### src/rtl/qnn_bseg_pkg.sv
// ============================================================================
// qnn_bseg_pkg : shared types and helpers for the QNN bit-segment unit
// Revision     : 1.0
// ============================================================================
`default_nettype none

package qnn_bseg_pkg;

    typedef enum logic [2:0] {
        F3_SET = 3'd0,
        F3_GET = 3'd1,
        F3_IP  = 3'd2,
        F3_GP0 = 3'd3,
        F3_GP1 = 3'd4,
        F3_GP2 = 3'd5,
        F3_GP3 = 3'd6,
        F3_GP4 = 3'd7
    } op_funct3_bs_t;

    typedef struct packed {
        logic       w_signed;
        logic       a_signed;
        logic [3:0] w_bits_m1;
        logic [3:0] a_bits_m1;
    } bs_cfg_t;

    typedef enum logic [1:0] {
        BS_IDLE = 2'd0,
        BS_BUSY = 2'd1,
        BS_RESP = 2'd2
    } bs_state_t;

    localparam logic SEL_SET_CFG = 1'b0;
    localparam logic SEL_SET_W   = 1'b1;
    localparam logic SEL_GET_ACC = 1'b0;
    localparam logic SEL_GET_CFG = 1'b1;

    // Precision fields are stored as bits-1 and clamp to the widest supported element.
    function automatic bs_cfg_t cfg_from_word(input logic [9:0] raw, input logic [3:0] max_m1);
        bs_cfg_t c;
        c.w_signed  = raw[9];
        c.a_signed  = raw[8];
        c.w_bits_m1 = (raw[7:4] > max_m1) ? max_m1 : raw[7:4];
        c.a_bits_m1 = (raw[3:0] > max_m1) ? max_m1 : raw[3:0];
        return c;
    endfunction

endpackage

`default_nettype wire

### src/rtl/qnn_bseg_if.sv
// ============================================================================
// qnn_bseg_if : request/response handshake bundle for qnn_bseg_unit
// Revision    : 1.0
// ============================================================================
`default_nettype none

interface qnn_bseg_if
    import qnn_bseg_pkg::*;
#(
    parameter int XLEN = 64
);
    logic                req_valid;
    logic                req_ready;
    op_funct3_bs_t       req_funct3;
    logic [XLEN-1:0]     req_rs1;
    logic [XLEN-1:0]     req_rs2;
    logic                resp_valid;
    logic                resp_ready;
    logic [XLEN-1:0]     resp_data;
    logic                resp_illegal;

    modport master (
        output req_valid, req_funct3, req_rs1, req_rs2, resp_ready,
        input  req_ready, resp_valid, resp_data, resp_illegal
    );

    modport slave (
        input  req_valid, req_funct3, req_rs1, req_rs2, resp_ready,
        output req_ready, resp_valid, resp_data, resp_illegal
    );
endinterface

`default_nettype wire

### src/rtl/qnn_bseg_lane.sv
// ============================================================================
// qnn_bseg_lane : one bit-plane pair -> signed, weighted popcount term
// Revision      : 1.0
// ============================================================================
`default_nettype none

module qnn_bseg_lane #(
    parameter int XLEN     = 64,
    parameter int MAX_BITS = 8
) (
    input  wire logic [XLEN-1:0] a_i,
    input  wire logic [XLEN-1:0] w_i,
    input  wire logic [3:0]      p_i,
    input  wire logic [3:0]      q_i,
    input  wire logic            en_i,
    input  wire logic            neg_i,
    output logic      [XLEN-1:0] term_o
);
    localparam int E  = XLEN / MAX_BITS;
    localparam int PW = $clog2(E + 1);

    logic [PW-1:0]   pop;
    logic [XLEN-1:0] shifted;
    logic [4:0]      shamt;

    always_comb begin
        pop = '0;
        for (int i = 0; i < E; i++) begin
            pop = pop + PW'(a_i[i*MAX_BITS + int'(p_i)] & w_i[i*MAX_BITS + int'(q_i)]);
        end
        shamt   = {1'b0, p_i} + {1'b0, q_i};
        shifted = XLEN'(pop) << shamt;
        term_o  = '0;
        if (en_i) begin
            term_o = neg_i ? (~shifted + XLEN'(1)) : shifted;
        end
    end

endmodule

`default_nettype wire

### src/rtl/qnn_bseg_unit.sv
// ============================================================================
// qnn_bseg_unit : bit-serial low-precision dot-product unit (SET/GET/IP/GPx)
// Revision      : 1.0
// ============================================================================
`default_nettype none

module qnn_bseg_unit
    import qnn_bseg_pkg::*;
#(
    parameter int XLEN      = 64,
    parameter int MAX_BITS  = 8,
    parameter int NUM_LANES = 4
) (
    input  wire logic    clk_i,
    input  wire logic    rstn_i,
    input  wire logic    kill_i,
    qnn_bseg_if.slave    bus
);
    localparam logic [3:0] MAX_M1 = 4'(MAX_BITS - 1);

    bs_state_t       state_q, state_d;
    bs_cfg_t         cfg_q;
    logic [XLEN-1:0] acc_q, w_q, a_q, sum_q, resp_data_q;
    logic            resp_illegal_q;
    logic [3:0]      p_q;
    logic [4:0]      q_q;

    logic            accept, busy_step, last;
    logic            req_ready, resp_valid;
    logic [4:0]      w_bits;
    logic [3:0]      lp [NUM_LANES+1];
    logic [4:0]      lq [NUM_LANES+1];
    logic [XLEN-1:0] terms [NUM_LANES];
    logic [XLEN-1:0] cyc_sum, acc_new;

    assign w_bits = {1'b0, cfg_q.w_bits_m1} + 5'd1;

    // Walk pairs q-major/p-minor; once q reaches w_bits the position parks there.
    always_comb begin
        lp[0] = p_q;
        lq[0] = q_q;
        for (int l = 1; l <= NUM_LANES; l++) begin
            lp[l] = lp[l-1];
            lq[l] = lq[l-1];
            if (lq[l-1] < w_bits) begin
                if (lp[l-1] == cfg_q.a_bits_m1) begin
                    lp[l] = '0;
                    lq[l] = lq[l-1] + 5'd1;
                end else begin
                    lp[l] = lp[l-1] + 4'd1;
                end
            end
        end
    end

    assign last = (lq[NUM_LANES] >= w_bits);

    for (genvar l = 0; l < NUM_LANES; l++) begin : g_lane
        qnn_bseg_lane #(.XLEN(XLEN), .MAX_BITS(MAX_BITS)) u_lane (
            .a_i    (a_q),
            .w_i    (w_q),
            .p_i    (lp[l]),
            .q_i    (lq[l][3:0]),
            .en_i   (lq[l] < w_bits),
            .neg_i  ((cfg_q.a_signed && (lp[l] == cfg_q.a_bits_m1)) ^
                     (cfg_q.w_signed && (lq[l] == {1'b0, cfg_q.w_bits_m1}))),
            .term_o (terms[l])
        );
    end

    always_comb begin
        cyc_sum = '0;
        for (int l = 0; l < NUM_LANES; l++) begin
            cyc_sum = cyc_sum + terms[l];
        end
    end

    assign acc_new = acc_q + sum_q + cyc_sum;

    always_ff @(posedge clk_i or negedge rstn_i) begin
        if (!rstn_i) begin
            state_q <= BS_IDLE;
        end else begin
            state_q <= state_d;
        end
    end

    always_comb begin
        state_d    = state_q;
        req_ready  = 1'b0;
        resp_valid = 1'b0;
        accept     = 1'b0;
        busy_step  = 1'b0;
        unique case (state_q)
            BS_IDLE: begin
                req_ready = 1'b1;
                if (bus.req_valid && !kill_i) begin
                    accept  = 1'b1;
                    state_d = (bus.req_funct3 == F3_IP) ? BS_BUSY : BS_RESP;
                end
            end
            BS_BUSY: begin
                if (kill_i) begin
                    state_d = BS_IDLE;
                end else begin
                    busy_step = 1'b1;
                    if (last) state_d = BS_RESP;
                end
            end
            BS_RESP: begin
                resp_valid = !kill_i;
                if (kill_i || bus.resp_ready) state_d = BS_IDLE;
            end
            default: state_d = BS_IDLE;
        endcase
    end

    always_ff @(posedge clk_i or negedge rstn_i) begin
        if (!rstn_i) begin
            acc_q          <= '0;
            w_q            <= '0;
            a_q            <= '0;
            sum_q          <= '0;
            cfg_q          <= '{w_signed: 1'b0, a_signed: 1'b0, w_bits_m1: MAX_M1, a_bits_m1: MAX_M1};
            p_q            <= '0;
            q_q            <= '0;
            resp_data_q    <= '0;
            resp_illegal_q <= 1'b0;
        end else if (accept) begin
            resp_data_q    <= '0;
            resp_illegal_q <= 1'b0;
            unique case (bus.req_funct3)
                F3_SET: begin
                    if (bus.req_rs2[0] == SEL_SET_W) w_q <= bus.req_rs1;
                    else                             cfg_q <= cfg_from_word(bus.req_rs1[9:0], MAX_M1);
                end
                F3_GET: begin
                    resp_data_q <= (bus.req_rs2[0] == SEL_GET_CFG) ?
                                   {{(XLEN-10){1'b0}}, cfg_q} : acc_q;
                end
                F3_IP: begin
                    a_q   <= bus.req_rs1;
                    sum_q <= '0;
                    p_q   <= '0;
                    q_q   <= '0;
                end
                F3_GP0: begin
                    resp_data_q <= acc_q;
                    acc_q       <= '0;
                end
                default: resp_illegal_q <= 1'b1;
            endcase
        end else if (busy_step) begin
            sum_q <= sum_q + cyc_sum;
            p_q   <= lp[NUM_LANES];
            q_q   <= lq[NUM_LANES];
            if (last) begin
                acc_q       <= acc_new;
                resp_data_q <= acc_new;
            end
        end
    end

    assign bus.req_ready    = req_ready;
    assign bus.resp_valid   = resp_valid;
    assign bus.resp_data    = resp_data_q;
    assign bus.resp_illegal = resp_illegal_q;

endmodule

`default_nettype wire

### src/flat_wrapper.sv
// flat-port wrapper written by rule: the top's interface ports become plain ports
module qnn_bseg_unit_flat import qnn_bseg_pkg::*;
#(
    parameter int XLEN      = 64,
    parameter int MAX_BITS  = 8,
    parameter int NUM_LANES = 4
)
  (clk_i, rstn_i, kill_i, bus_req_valid, bus_req_funct3, bus_req_rs1, bus_req_rs2, bus_resp_ready, bus_req_ready, bus_resp_valid, bus_resp_data, bus_resp_illegal);
  qnn_bseg_if #(.XLEN(XLEN)) bus_i ();
  input  wire logic clk_i;
  input  wire logic rstn_i;
  input  wire logic kill_i;
  input wire logic [$bits(bus_i.req_valid)-1:0] bus_req_valid;
  input wire logic [$bits(bus_i.req_funct3)-1:0] bus_req_funct3;
  input wire logic [$bits(bus_i.req_rs1)-1:0] bus_req_rs1;
  input wire logic [$bits(bus_i.req_rs2)-1:0] bus_req_rs2;
  input wire logic [$bits(bus_i.resp_ready)-1:0] bus_resp_ready;
  output wire logic [$bits(bus_i.req_ready)-1:0] bus_req_ready;
  output wire logic [$bits(bus_i.resp_valid)-1:0] bus_resp_valid;
  output wire logic [$bits(bus_i.resp_data)-1:0] bus_resp_data;
  output wire logic [$bits(bus_i.resp_illegal)-1:0] bus_resp_illegal;
  assign bus_i.req_valid = bus_req_valid;
  assign bus_i.req_funct3 = bus_req_funct3;
  assign bus_i.req_rs1 = bus_req_rs1;
  assign bus_i.req_rs2 = bus_req_rs2;
  assign bus_i.resp_ready = bus_resp_ready;
  assign bus_req_ready = bus_i.req_ready;
  assign bus_resp_valid = bus_i.resp_valid;
  assign bus_resp_data = bus_i.resp_data;
  assign bus_resp_illegal = bus_i.resp_illegal;
  qnn_bseg_unit #(.XLEN(XLEN), .MAX_BITS(MAX_BITS), .NUM_LANES(NUM_LANES)) u_core (.clk_i(clk_i), .rstn_i(rstn_i), .kill_i(kill_i), .bus(bus_i));
endmodule
### config.mk
export PLATFORM = sky130hd
export DESIGN_NAME = qnn_bseg_unit_flat
export DESIGN_NICKNAME = d
export VERILOG_FILES = /design/src/rtl/qnn_bseg_pkg.sv /design/src/rtl/qnn_bseg_if.sv /design/src/rtl/qnn_bseg_lane.sv /design/src/rtl/qnn_bseg_unit.sv /design/src/flat_wrapper.sv
export SDC_FILE = /design/constraint.sdc
export NUM_CORES = 2
export LEC_CHECK = 0
export ABC_AREA = 1
export ABC_CLOCK_PERIOD_IN_PS = 20300
export CAP_MARGIN = 10
export CORE_MARGIN = 2
export CORE_UTILIZATION = 64
export DETAILED_ROUTE_END_ITERATION = 10
export GPL_TIMING_DRIVEN = 0
export PLACE_DENSITY_LB_ADDON = 0.12
export SYNTH_ARGS = -nofsm -noshare
export SYNTH_HDL_FRONTEND = slang
export SYNTH_SLANG_ARGS = --single-unit
### constraint.sdc
create_clock -name clk_i -period 20.3 [get_ports clk_i]
set_clock_uncertainty 0.15 [all_clocks]
set_input_delay 5.075 -clock clk_i [delete_from_list [all_inputs] [get_ports clk_i]]
set_output_delay 5.075 -clock clk_i [all_outputs]
set_load 0.02 [all_outputs]
==> results by group <==
Run status
  – Status: complete, no violations

Flow run
  – Max Cap Viol: 0

Synth
  – Post-synth top cells: nand2_1, inv_1, o21ai_0
  – Ys Warns: 0
  – Synthesized area: 0.0440 mm2
  – Number of synthesized flops with an enable pin: 0
  – Synth unique cells: 68
  – Top cell type's share of synthesized area: 19.1%
  – Mapped Cells: 6963
  – Ys flop type: dfrtp_1
  – Avg Inst Size Synth: 6.32 um2
  – Seq/Total Area, Yosys: 19.5%
  – Largest area contributor in the netlist: dfrtp_1
  – Most instantiated library cell after synthesis: nand2_1
  – Syn_nets: 7554
  – Top cells by area, synth: dfrtp_1, nand2_1, inv_1
  – Asr flop ratio synth: 100%
  – Yosys reg bits: 342

Finish
  – Final core utilization: 71.1%
  – Final net count: 7755
  – Fin area: 0.0486 mm2
  – Share of layout cells above drive strength 1: 5.64%
  – Area delta synth->final: 10.3%

Routing
  – DR WL/cell: 22.3 um
  – Vias: 51200
  – Final WL: 181 mm
  – DRC Markers: 0
  – Vias per cell: 6.34
  – Post-DRT Antenna Nets: 0
  – First-pass DRT Iterations: 10
  – 1st-iter DRT viols: 8256

Global routing
  – All-Layer GR Usage: 49.8%
  – First-pass GRT wire length: 272 mm
  – Pin count of the biggest net entering global routing: 111
  – Initial antenna violation count: 2
  – Global route total overflow: 0
  – Vias in the first global route: 47500

Placement
  – IO Port Bufs: 139
  – Routability cong.: 1.09
  – Cell Area, Placed: 0.0466 mm2
  – DP HPWL: 143 mm

Clock network
  – Worst-path clk slew: 0.06 ns
  – H-Tree Depth: 2
  – Clk buf depth: 3
  – CTS Buf Count: 42
  – Hold_buf cts: 0
  – CTS tree: built
  – Clk sink count: 342
  – Root buf cell: clkbuf_16
  – Skew-Pair Late Insertion Delay: 0.64 ns

STA
  – Fin. Hold Viols: 0
  – Minimum clock period: 19.85 ns
  – Fin. max-slew vios: 0
  – Crit share post-route: 97.8%
  – FMAX: 50.4 MHz
  – Post-route setup TNS: 0 ns
  – Hold_ws: 0.332 ns
  – Setup violations, final: 0
  – Worst Max-Slew Pin Slew: 1.38 ns
  – Slew headroom: 7.69%

Worst setup path
  – CP Launch Type: register
  – Most frequent cell on the critical path: nand2_1
  – Critical Path Max Stage Delay: 0.56 ns
  – Crit path DAT: 20.21 ns
  – Worst setup EP type: register
  – CP Max Fanout: 13
  – Worst Path Required: 20.66 ns
  – CP max stage cell: fa_1
  – WS Path Type: register to register

Min path
  – Hold crit path type: register to register

Floorplanning
  – Core Rows: 96
  – Top Ports: 203
  – Initial core utilization: 64.4%
  – Core ar.: 0.0683 mm2
  – Die boundary width: 266 um
  – DIE HEIGHT: 266 um
  – Die area: 0.0709 mm2
registers in the layout, summed over array words and instances (netlist names):
register and count:
u_core.state_q 2, u_core.bus.resp_data 64, u_core.a_q 64, u_core.bus.resp_illegal 1, u_core.cfg_q 10, u_core.acc_q 64
u_core.w_q 64, u_core.p_q 4, u_core.sum_q 64, u_core.q_q 5
final timing paths:
kind                       cells after the start             start                       end  slack (ns)
max                                          108     u_core.q_q[0]  u_core.bus.resp_data[63]        0.45
min                                            2  u_core.acc_q[62]          u_core.acc_q[62]        0.33
max reg2reg                                  108     u_core.q_q[0]  u_core.bus.resp_data[63]        0.45
min reg2reg                                    2  u_core.acc_q[62]          u_core.acc_q[62]        0.33
max in group asynchronous                      4            rstn_i          u_core.acc_q[42]       13.82
min in group asynchronous                      1            rstn_i            u_core.a_q[14]        4.22
layout by cell type, fill, tap and decap left out, types with 10 or more instances in the layout:
| master | netlist | final |
|---|---|---|
| nor4_1 | 13 | 12 |
| o21ai_1 | 11 | 29 |
| o211ai_1 | 86 | 86 |
| a21boi_0 | 14 | 12 |
| fa_1 | 211 | 211 |
| clkdlybuf4s50_1 | 0 | 138 |
| nor2_1 | 738 | 733 |
| inv_2 | 14 | 17 |
| xor2_1 | 58 | 48 |
| buf_1 | 20 | 18 |
| clkbuf_1 | 171 | 154 |
| a21o_1 | 12 | 12 |
| nand2_4 | 15 | 16 |
| dfrtp_1 | 336 | 335 |
| buf_2 | 26 | 25 |
| clkbuf_2 | 0 | 14 |
| a21oi_1 | 536 | 529 |
| ha_1 | 244 | 243 |
| buf_4 | 19 | 37 |
| o221ai_1 | 31 | 31 |
| inv_1 | 1250 | 1246 |
| or2_2 | 27 | 27 |
| a31oi_1 | 67 | 64 |
| xor2_2 | 2 | 11 |
| nand2_2 | 22 | 22 |
| nor3_1 | 108 | 107 |
| nand3_2 | 48 | 52 |
| o2111ai_1 | 10 | 10 |
| nand4_1 | 43 | 43 |
| o21a_1 | 17 | 17 |
| clkinv_2 | 3 | 11 |
| o21ai_0 | 781 | 755 |
| clkbuf_16 | 0 | 43 |
| nand2_1 | 1504 | 1503 |
| o22ai_1 | 59 | 59 |
| xnor2_1 | 24 | 19 |
| buf_6 | 15 | 18 |
| nand3_1 | 321 | 317 |
kinds of logic (layout without fill, tap and decap cells):
logic type	Yosys count	in the layout	share of synthesized area (%)
XOR/XNOR	84	84	1.70
flip-flops	342	342	19.5
AO/OA/AOI/OAI	1668	1668	20.8
other	0	1	0
buffers and inverters	1538	1769	13.9
AND/OR/NAND/NOR	2864	2864	27.4
adder cells (fa/ha/maj)	455	455	16.5
multiplexers	12	12	0.295
per-stage QoR:
step / setup WS [ns] / std cells
floorplan: 3.60 / 6963
global placement: -3.55 / 7984
detailed placement: -4.05 / 7989
CTS: 0.00214 / 8063
global route: -0.0641 / 8076
finish: 0.449 / 8077
critical path, delay by kind of cell (launching register included):
| family | cells | cell delay (ns) |
|---|---|---|
| AND/OR/NAND/NOR | 44 | 5.22 |
| AO/OA/AOI/OAI | 26 | 5.19 |
| adder cells (fa/ha/maj) | 13 | 4.96 |
| buffers and inverters | 22 | 2.91 |
| XOR/XNOR | 3 | 0.78 |
| flip-flops | 1 | 0.48 |
layout make-up:
type,count,area (um2)
tap,882,1100
timing repair buffer,158,1620
buffer,259,1390
antenna,1,2.50
sequential,342,8570
inverter,1278,4820
fill,5706,19800
multi-input combinational,5083,29700
clock buffer,59,1190
clock inverter,15,195
routing by layer:
metal  vias up  GRT usage, %  routed length, um
met1     23400          63.8              65300
met3       891          15.9              27900
met2      4027          73.0              73500
li1      22900             -                  -
met5         -             0                 12
met4         2          30.8              13800
timing repair:
action / 4_1_cts / 5_1_grt
buffers inserted: 1 / 13
gates resized for setup: 65 / 97
setup endpoints to repair: 146 / 90
pin swaps: 2 / 8
Power is not shown: default switching activity piles up to over one toggle a cycle in this logic, so the estimate is an artifact.
